**src/rtl/mips_tb_pkg.sv**
```systemverilog
// Shared types and defaults for the MIPS run monitor and the benches that use it.
package mips_tb_pkg;

    typedef enum logic [1:0] {
        MON_RUN     = 2'd0,
        MON_PASS    = 2'd1,
        MON_FAIL    = 2'd2,
        MON_TIMEOUT = 2'd3
    } mon_state_t;

    localparam int MON_DEFAULT_MAX_CYCLES = 25;

endpackage

```
**src/rtl/mon_sat_counter.sv**
```systemverilog
// Up-counter with synchronous clear and enable that holds at all-ones instead of wrapping.
module mon_sat_counter #(
    parameter int CNT_W = 16
) (
    input  logic             clk,
    input  logic             clear_i,
    input  logic             en_i,
    output logic [CNT_W-1:0] count_o
);

    logic [CNT_W-1:0] count_q;
    logic [CNT_W-1:0] count_d;

    always_comb begin
        count_d = count_q;
        if (en_i && (count_q != '1)) begin
            count_d = count_q + 1'b1;
        end
    end

    always_ff @(posedge clk) begin
        if (clear_i) begin
            count_q <= '0;
        end else begin
            count_q <= count_d;
        end
    end

    assign count_o = count_q;

endmodule

```
**src/rtl/mips_run_monitor.sv**
```systemverilog
// Watches the core's data-memory write stream, matches it in order against an expected
// table and latches a sticky PASS / FAIL / TIMEOUT verdict. Purely an observer.
module mips_run_monitor
    import mips_tb_pkg::*;
#(
    parameter int WIDTH      = 32,
    parameter int NUM_EXP    = 4,
    parameter int MAX_CYCLES = MON_DEFAULT_MAX_CYCLES,
    parameter int CNT_W      = 16,
    parameter bit STRICT     = 1'b1,
    localparam int MW        = $clog2(NUM_EXP + 1)
) (
    input  logic                            clk,
    input  logic                            reset,
    input  logic                            memwrite,
    input  logic [WIDTH-1:0]                dataadr,
    input  logic [WIDTH-1:0]                writedata,
    input  logic [NUM_EXP-1:0][WIDTH-1:0]   exp_adr,
    input  logic [NUM_EXP-1:0][WIDTH-1:0]   exp_data,
    input  logic [MW-1:0]                   num_exp,
    output logic                            done,
    output logic                            pass,
    output logic                            fail,
    output logic                            timeout,
    output logic [CNT_W-1:0]                cycle_count,
    output logic [MW-1:0]                   match_count,
    output logic [WIDTH-1:0]                fail_adr,
    output logic [WIDTH-1:0]                fail_data
);

    localparam logic [CNT_W-1:0] LAST_CYCLE = CNT_W'(MAX_CYCLES - 1);

    mon_state_t       state_q, state_d;
    logic [MW-1:0]    match_count_q, match_count_d;
    logic [WIDTH-1:0] fail_adr_q, fail_adr_d;
    logic [WIDTH-1:0] fail_data_q, fail_data_d;
    logic [MW-1:0]    match_inc;
    logic [NUM_EXP-1:0] exp_hit;
    logic             wr_match;
    logic             wr_valid;
    logic             write_verdict;

    mon_sat_counter #(
        .CNT_W (CNT_W)
    ) u_cycle_cnt (
        .clk     (clk),
        .clear_i (reset),
        .en_i    (state_q == MON_RUN),
        .count_o (cycle_count)
    );

    // One comparator per table entry; only the entry at the current match pointer may hit.
    for (genvar gi = 0; gi < NUM_EXP; gi++) begin : g_cmp
        assign exp_hit[gi] = (match_count_q == MW'(gi))
                           && (dataadr   == exp_adr[gi])
                           && (writedata == exp_data[gi]);
    end

    assign wr_match  = |exp_hit;
    assign wr_valid  = (memwrite == 1'b1);
    assign match_inc = match_count_q + 1'b1;

    always_comb begin
        state_d       = state_q;
        match_count_d = match_count_q;
        fail_adr_d    = fail_adr_q;
        fail_data_d   = fail_data_q;
        write_verdict = 1'b0;
        if (state_q == MON_RUN) begin
            if (wr_valid) begin
                if (num_exp == '0) begin
                    if (STRICT) begin
                        state_d       = MON_FAIL;
                        fail_adr_d    = dataadr;
                        fail_data_d   = writedata;
                        write_verdict = 1'b1;
                    end
                end else if (match_count_q < num_exp) begin
                    if (wr_match) begin
                        match_count_d = match_inc;
                        if (match_inc == num_exp) begin
                            state_d       = MON_PASS;
                            write_verdict = 1'b1;
                        end
                    end else if (STRICT) begin
                        state_d       = MON_FAIL;
                        fail_adr_d    = dataadr;
                        fail_data_d   = writedata;
                        write_verdict = 1'b1;
                    end
                end
            end
            // A write decided on the last cycle takes precedence over the timeout.
            if (!write_verdict && (cycle_count == LAST_CYCLE)) begin
                state_d = (num_exp == '0) ? MON_PASS : MON_TIMEOUT;
            end
        end
    end

    always_ff @(posedge clk) begin
        if (reset) begin
            state_q       <= MON_RUN;
            match_count_q <= '0;
            fail_adr_q    <= '0;
            fail_data_q   <= '0;
        end else begin
            state_q       <= state_d;
            match_count_q <= match_count_d;
            fail_adr_q    <= fail_adr_d;
            fail_data_q   <= fail_data_d;
        end
    end

    assign pass        = (state_q == MON_PASS);
    assign fail        = (state_q == MON_FAIL);
    assign timeout     = (state_q == MON_TIMEOUT);
    assign done        = pass | fail | timeout;
    assign match_count = match_count_q;
    assign fail_adr    = fail_adr_q;
    assign fail_data   = fail_data_q;

endmodule

```
**config.mk**
```make
export PLATFORM = sky130hd
export DESIGN_NAME = mips_run_monitor
export DESIGN_NICKNAME = d
export VERILOG_FILES = /design/src/rtl/mips_tb_pkg.sv /design/src/rtl/mon_sat_counter.sv /design/src/rtl/mips_run_monitor.sv
export SDC_FILE = /design/constraint.sdc
export NUM_CORES = 1
export LEC_CHECK = 0
export CAP_MARGIN = 20
export CORE_AREA = 2 2 159 161
export DETAILED_ROUTE_END_ITERATION = 12
export DIE_AREA = 0 0 161 163
export SLEW_MARGIN = 20
export SYNTH_ARGS = -nofsm -noshare
export SYNTH_HDL_FRONTEND = slang
export SYNTH_SLANG_ARGS = --single-unit
```
**constraint.sdc**
```tcl
create_clock -name clk -period 4.2 [get_ports clk]
set_clock_uncertainty 0.15 [all_clocks]
set_input_delay 1.05 -clock clk [delete_from_list [all_inputs] [get_ports clk]]
set_output_delay 1.05 -clock clk [all_outputs]
set_load 0.03 [all_outputs]
```
Yosys cells after proc, flatten, opt, wreduce, memory -nomap -nowiden
Cells that the tools add are included.
{ "op_classes": {"n_lt_le_gt_ge": 1, "bitwise_logic": 3, "mux": 19, "reduce_logical": 21, "n_addsub": 2, "n_eq_ne": 19} }
{ "ops": {"columns": ["op", "count"], "rows": [
  ["$eq 32x32->1", 8],
  ["$mux 32", 6],
  ["$add 16x1->16 const B", 1],
  ["$eq 16x5->1 const B", 1],
  ["$ne 16x16->1 const B", 1],
  ["$mux 2", 7],
  ["$logic_and 1x1->1", 10],
  ["$reduce_and 4->1", 2],
  ["$eq 3x2->1 const B", 2],
  ["$logic_not 3->1", 2],
  ["$mux 1", 6],
  ["$reduce_and 5->1", 1],
  ["$eq 2x2->1 const B", 2],
  ["$ne 4x1->1 const B", 1],
  ["$reduce_bool 2->1", 2],
  ["$reduce_or 4->1", 1],
  ["$add 3x1->3 const B", 1],
  ["$eq 3x1->1 const B", 1],
  ["$eq 3x3->1", 1],
  ["$lt 3x3->1", 1],
  ["$reduce_bool 3->1", 1],
  ["$eq 2x1->1 const B", 1],
  ["$logic_not 2->1", 1],
  ["$ne 2x1->1 const B", 1],
  ["other kinds (3)", 4]
]} }
{ "word_totals": {"elab_cells": 70, "out_inout_bits": 87, "register_bits": 85} }

Logic depth before layout (Yosys ltp)
{ "depth": {"word_depth": 13, "ltp_mapped": 12, "mapped_depth_nobuf": 10} }

Hierarchy
Synthesis repeated with hierarchy kept, for this count alone.
{ "hier_totals": {"cells_unflattened": 873, "area_unflattened_um2": 7329.5} }
{ "by_module_without_submodules": {"columns": ["mod", "cells_each", "seq_area_each_um2", "area_each_um2", "instances"], "rows": [
  ["mips_run_monitor", 774, 1381.3, 6481.2, 1],
  ["mon_sat_counter", 99, 320.3, 848.3, 1]
]} }

Worst setup path before layout
No wires, ideal clock.
{ "synth_path": {"path_type": "input-to-reg", "startpoint": "input port writedata[20]", "endpoint": "register state_q[1]", "t_required_ns": 3.930, "setup_slack_ns": 0.886, "setup_ns": 0.120, "t_arrival_ns": 3.044, "path_stages": 10, "path_buffers": 2, "path_cell_list": "buf_2 -> xor2_1 -> nor4_1 -> nand4_1 -> or4_1 -> o32a_1 -> a21oi_2 -> nor3_1 -> buf_6 -> o31a_1"} }
{ "synth_via": {"elab_chain_len": 12} }
{ "synth_rtl": {"columns": ["item", "line", "source"], "rows": [
  ["from (decl)", "mips_run_monitor.sv:17", "input logic [WIDTH-1:0] writedata,"],
  ["$eq 32x32->1", "mips_run_monitor.sv:56", "&& (writedata == exp_data[gi]);"],
  ["$logic_and 1x1->1", "mips_run_monitor.sv:56", null],
  ["$reduce_or 4->1 *", "mips_run_monitor.sv:59", "assign wr_match = |exp_hit;"],
  ["$mux 1", "mips_run_monitor.sv:79", "if (wr_match) begin"],
  ["$mux 1", "mips_run_monitor.sv:78", "end else if (match_count_q < num_exp) begin"],
  ["$mux 1", "mips_run_monitor.sv:71", "if (num_exp == '0) begin"],
  ["$mux 1", "mips_run_monitor.sv:70", "if (wr_valid) begin"],
  ["$mux 1", "mips_run_monitor.sv:69", "if (state_q == MON_RUN) begin"],
  ["$logic_not 1->1", "mips_run_monitor.sv:94", "if (!write_verdict && (cycle_count == LAST_CYCLE)) begin"],
  ["$logic_and 1x1->1", "mips_run_monitor.sv:94", null],
  ["$ne 4x1->1 (no line) (tied with other cells)", null, null],
  ["$reduce_and 4->1 (no line)", null, null],
  ["to (signal assigned)", "mips_run_monitor.sv:107", "state_q <= state_d;"],
  ["to (decl)", "mips_run_monitor.sv:33", "mon_state_t state_q, state_d;"]
]} }
Every way passes the cells marked *; elsewhere a longest branch is shown, timed or not. The select of a mux whose other input is x is not followed.
A chain may end at the register's enable or synchronous reset.

Worst setup path after layout
{ "layout_path": {"startpoint": "input port writedata[1]", "endpoint": "register fail_adr_q[2], in the netlist fail_adr[2]"} }
{ "layout_via": {"elab_chain_len": 5} }
{ "layout_rtl": {"columns": ["item", "line", "source"], "rows": [
  ["$eq 32x32->1", "mips_run_monitor.sv:56", null],
  ["$logic_and 1x1->1", "mips_run_monitor.sv:56", null],
  ["$reduce_or 4->1 *", "mips_run_monitor.sv:59", null],
  ["$ne 2x1->1 (no line) *", null, null],
  ["$reduce_and 4->1 (no line) *", null, null],
  ["to (signal assigned)", "mips_run_monitor.sv:109", "fail_adr_q <= fail_adr_d;"],
  ["to (decl)", "mips_run_monitor.sv:35", "logic [WIDTH-1:0] fail_adr_q, fail_adr_d;"]
]} }
Every way passes the cells marked *; elsewhere a longest branch is shown, timed or not.

==> out/summary.txt <==
status: finished clean
RSZ-0062 raised after global routing: false
HPWL after DPL: 33400 um
total negative slack: 0 ns
Tot Pwr: 2.87 mW
Req. time, crit path: 4.27 ns
antenna-violating nets left: 0
Clock transition at path regs: 0.06 ns
buffers added on ports: 412
gpl congestion: 0.905
min-delay worst type: reg -> reg
Mapped Cells: 848
die height: 163 um
register area: 1700 um^2
area grow syn2layout: 75.9%
CTS resizes: 0
die area: 26200 um^2
Max Buffers Root-to-Sink: 2
Yosys cell types: 46
Slew HR: 57.7%
Final Max Slew Viols: 0
H-Tree Level Count: 3
setup violators final: 0
largest net degree at the start of global routing: 75
area fraction of the dominant cell type after synthesis: 25.0%
P per Cell Area: 240 nW/um^2
hold buffer count at cts: 0
drt pass-1 iters: 5
Crit Path Class: in -> reg
Core Region: 24700 um^2
Worst Tran Pin Value: 0.631 ns
final hold violation count: 0
global-route wire length before repair: 53500 um
Detailed Route Iter0 Violations: 388
min cycle time layout: 4.00 ns
Post-synth EDFFs: 0
Top FF cell, synth: dfxtp_1
Clock Sinks: 85
sequential area share after synthesis: 25.0%
FP Rows: 58
share of layout cells above drive strength 1: 8.08%
clock tree from TritonCTS: yes
Max FO, Critical Path: 23
Post-CTS Setup Inserts: 0
initial antenna violation count: 1
post-synth top area cell: dfxtp_1
fill cell instance count of the final layout: 2436
Leak Pwr: 4.64 nW
fin crit share: 95.3%
VDD IR max: 0.000187 V
IO Pins: 413
Worst path max stage delay: 0.61 ns
Buf+Inv Stages, Crit Path: 4
syn nets: 1184
maximum capacitance violations: 0
total wire length: 39100 um
post-layout util: 48.5%
Yosys warnings: 0
CP top delay family: buffers and inverters
achievable clock frequency: 250 MHz
crit path cell chain: clkdlybuf4s50_1, buf_4, xor2_1, nor4_2, nand4_1, nor4_1, buf_4, a22oi_1, a21oi_2, nor3_2, buf_12, mux2i_1
Mapped Area: 6810 um^2
clk_lat worst skew: 0.35 ns
Min Hold Slack: 0.309 ns
vias per cell: 4.73
Num CTS Buffers: 9
Critical Path End Type: flop
Area contributors post-synth: dfxtp_1, xor2_1, xnor2_1, mux2i_1, nand2_1
nets@finish: 1606
fraction of registers with async set or reset after synthesis: 0%
vias in the first global route: 7825
WL/cell: 24.4 um
Clock Root Buffer: clkbuf_16
area of the multi-input gates: 4620 um^2
DRC viols: 0
initial core utilization: 27.6%
die width: 161 um
total grt overflow: 0
Arr. time, crit path: 4.08 ns
#FFs+latches synth: 85
GRT Total Usage: 28.9%
CP max stage cell: clkdlybuf4s50_1
CP dominant cell by count: buf_4
Syn Area/Cell: 8.03 um^2
routed via count: 7596
Worst Setup Start Kind: input pin
-- metal layers --
layer	up-vias	global-route usage [%]	wire [um]
met5	-	0	0
met4	0	11.6	1400
met3	63	7.54	3000
met2	376	51.0	18900
met1	3521	33.5	15800
li1	3636	-	-
-- path summary, 6_finish.rpt --
| path | startpoint | to | slack (ns) | cells after the start |
|---|---|---|---|---|
| hold reg to reg | fail_data[26]$_SDFFE_PP0P_ | fail_data[26]$_SDFFE_PP0P_ | 0.31 | 2 |
| hold / removal | fail_data[26]$_SDFFE_PP0P_ | fail_data[26]$_SDFFE_PP0P_ | 0.31 | 2 |
| setup / recovery | writedata[1] | fail_adr[2]$_SDFFE_PP0P_ | 0.20 | 12 |
| setup reg to reg | match_count[0]$_SDFFE_PP0P_ | fail_adr[2]$_SDFFE_PP0P_ | 1.35 | 12 |
-- cell usage in the layout (no fill, tap or decap), types with 2 or more instances in the layout --
master           netlist  final
a2111oi_0              2      2
a21oi_1                6      6
a22o_1                 4      4
and2_1                 2      2
and3_1                 5      5
buf_12                 0      6
buf_4                  0     78
clkbuf_1              70      2
clkbuf_16              0      9
clkdlybuf4s50_1        0    412
clkinvlp_4             0      2
dfxtp_1               85     85
ha_1                  10     10
inv_1                 32     31
mux2i_1               65     65
nand2_1              136    136
nand2b_1               3      3
nand3_1               14     14
nand4_1               39     39
nor2_1                26     26
nor2b_1                2      2
nor3_1                 5      4
nor4_1                39     38
o21ai_1                2      2
o221ai_1               3      3
o22ai_1                6      6
o2bb2ai_1              2      2
or4_1                  3      3
xnor2_1              120    120
xor2_1               133    133
-- worst min-delay path, stage by stage, from the launching register on --
cell and delay [ns]:
dfxtp_1 0.31, nand2_1 0.05, mux2i_1 0.05
-- state kept, by name, indices dropped and copies added (netlist names) --
register	count
fail_adr	32
match_count	3
u_cycle_cnt.count_o	16
state_q	2
fail_data	32
-- logic make-up (layout without fill, tap and decap cells) --
logic type / count (synthesis) / count (layout) / share of synthesized area [%]
muxes: 65 / 65 / 9.56
buffers and inverters: 118 / 544 / 7.33
and+or+nand+nor: 278 / 278 / 19.4
DFF: 85 / 85 / 25.0
other: 0 / 1 / 0
AOI/OAI and AO/OA: 39 / 39 / 4.34
xor gates and xnor gates: 253 / 253 / 32.6
adders and majority gates: 10 / 10 / 1.84
-- report_power, final --
part           switching (mW)  total [mW]  internal, mW
registers              0.0350       0.894         0.859
logic                   0.557        1.17         0.609
clock network           0.351       0.809         0.458
-- layout make-up --
type | count | share of cell area (%)
repair buffers | 496 | 40.3
multi-input cells | 645 | 38.6
flip-flops and latches | 85 | 14.2
well taps | 330 | 3.45
clock buffers | 11 | 1.94
inverters | 33 | 1.06
clock inverters | 4 | 0.418
diodes | 1 | 0.0209
-- stage by stage --
stage	worst slack, ns	cell area (um^2)	cells
after floorplan	0.886	6810	848
after global placement	-0.206	11700	1589
after detailed placement	-0.265	11700	1589
after CTS	0.0769	12000	1604
after global routing	0.0622	12000	1605
final	0.198	12000	1605
-- synthesized netlist by cell type, types with 4 or more instances --
cell / count
buf_2: 9
o22ai_1: 6
buf_6: 6
xnor2_1: 120
nand2_1: 136
nor2_1: 26
nand3_1: 14
nor3_1: 5
clkbuf_1: 70
and3_1: 5
a22o_1: 4
a21oi_1: 6
nor4_1: 39
nand4_1: 39
ha_1: 10
xor2_1: 133
dfxtp_1: 85
inv_1: 32
mux2i_1: 65
No activity file was read; power rests on OpenSTA's default activity.
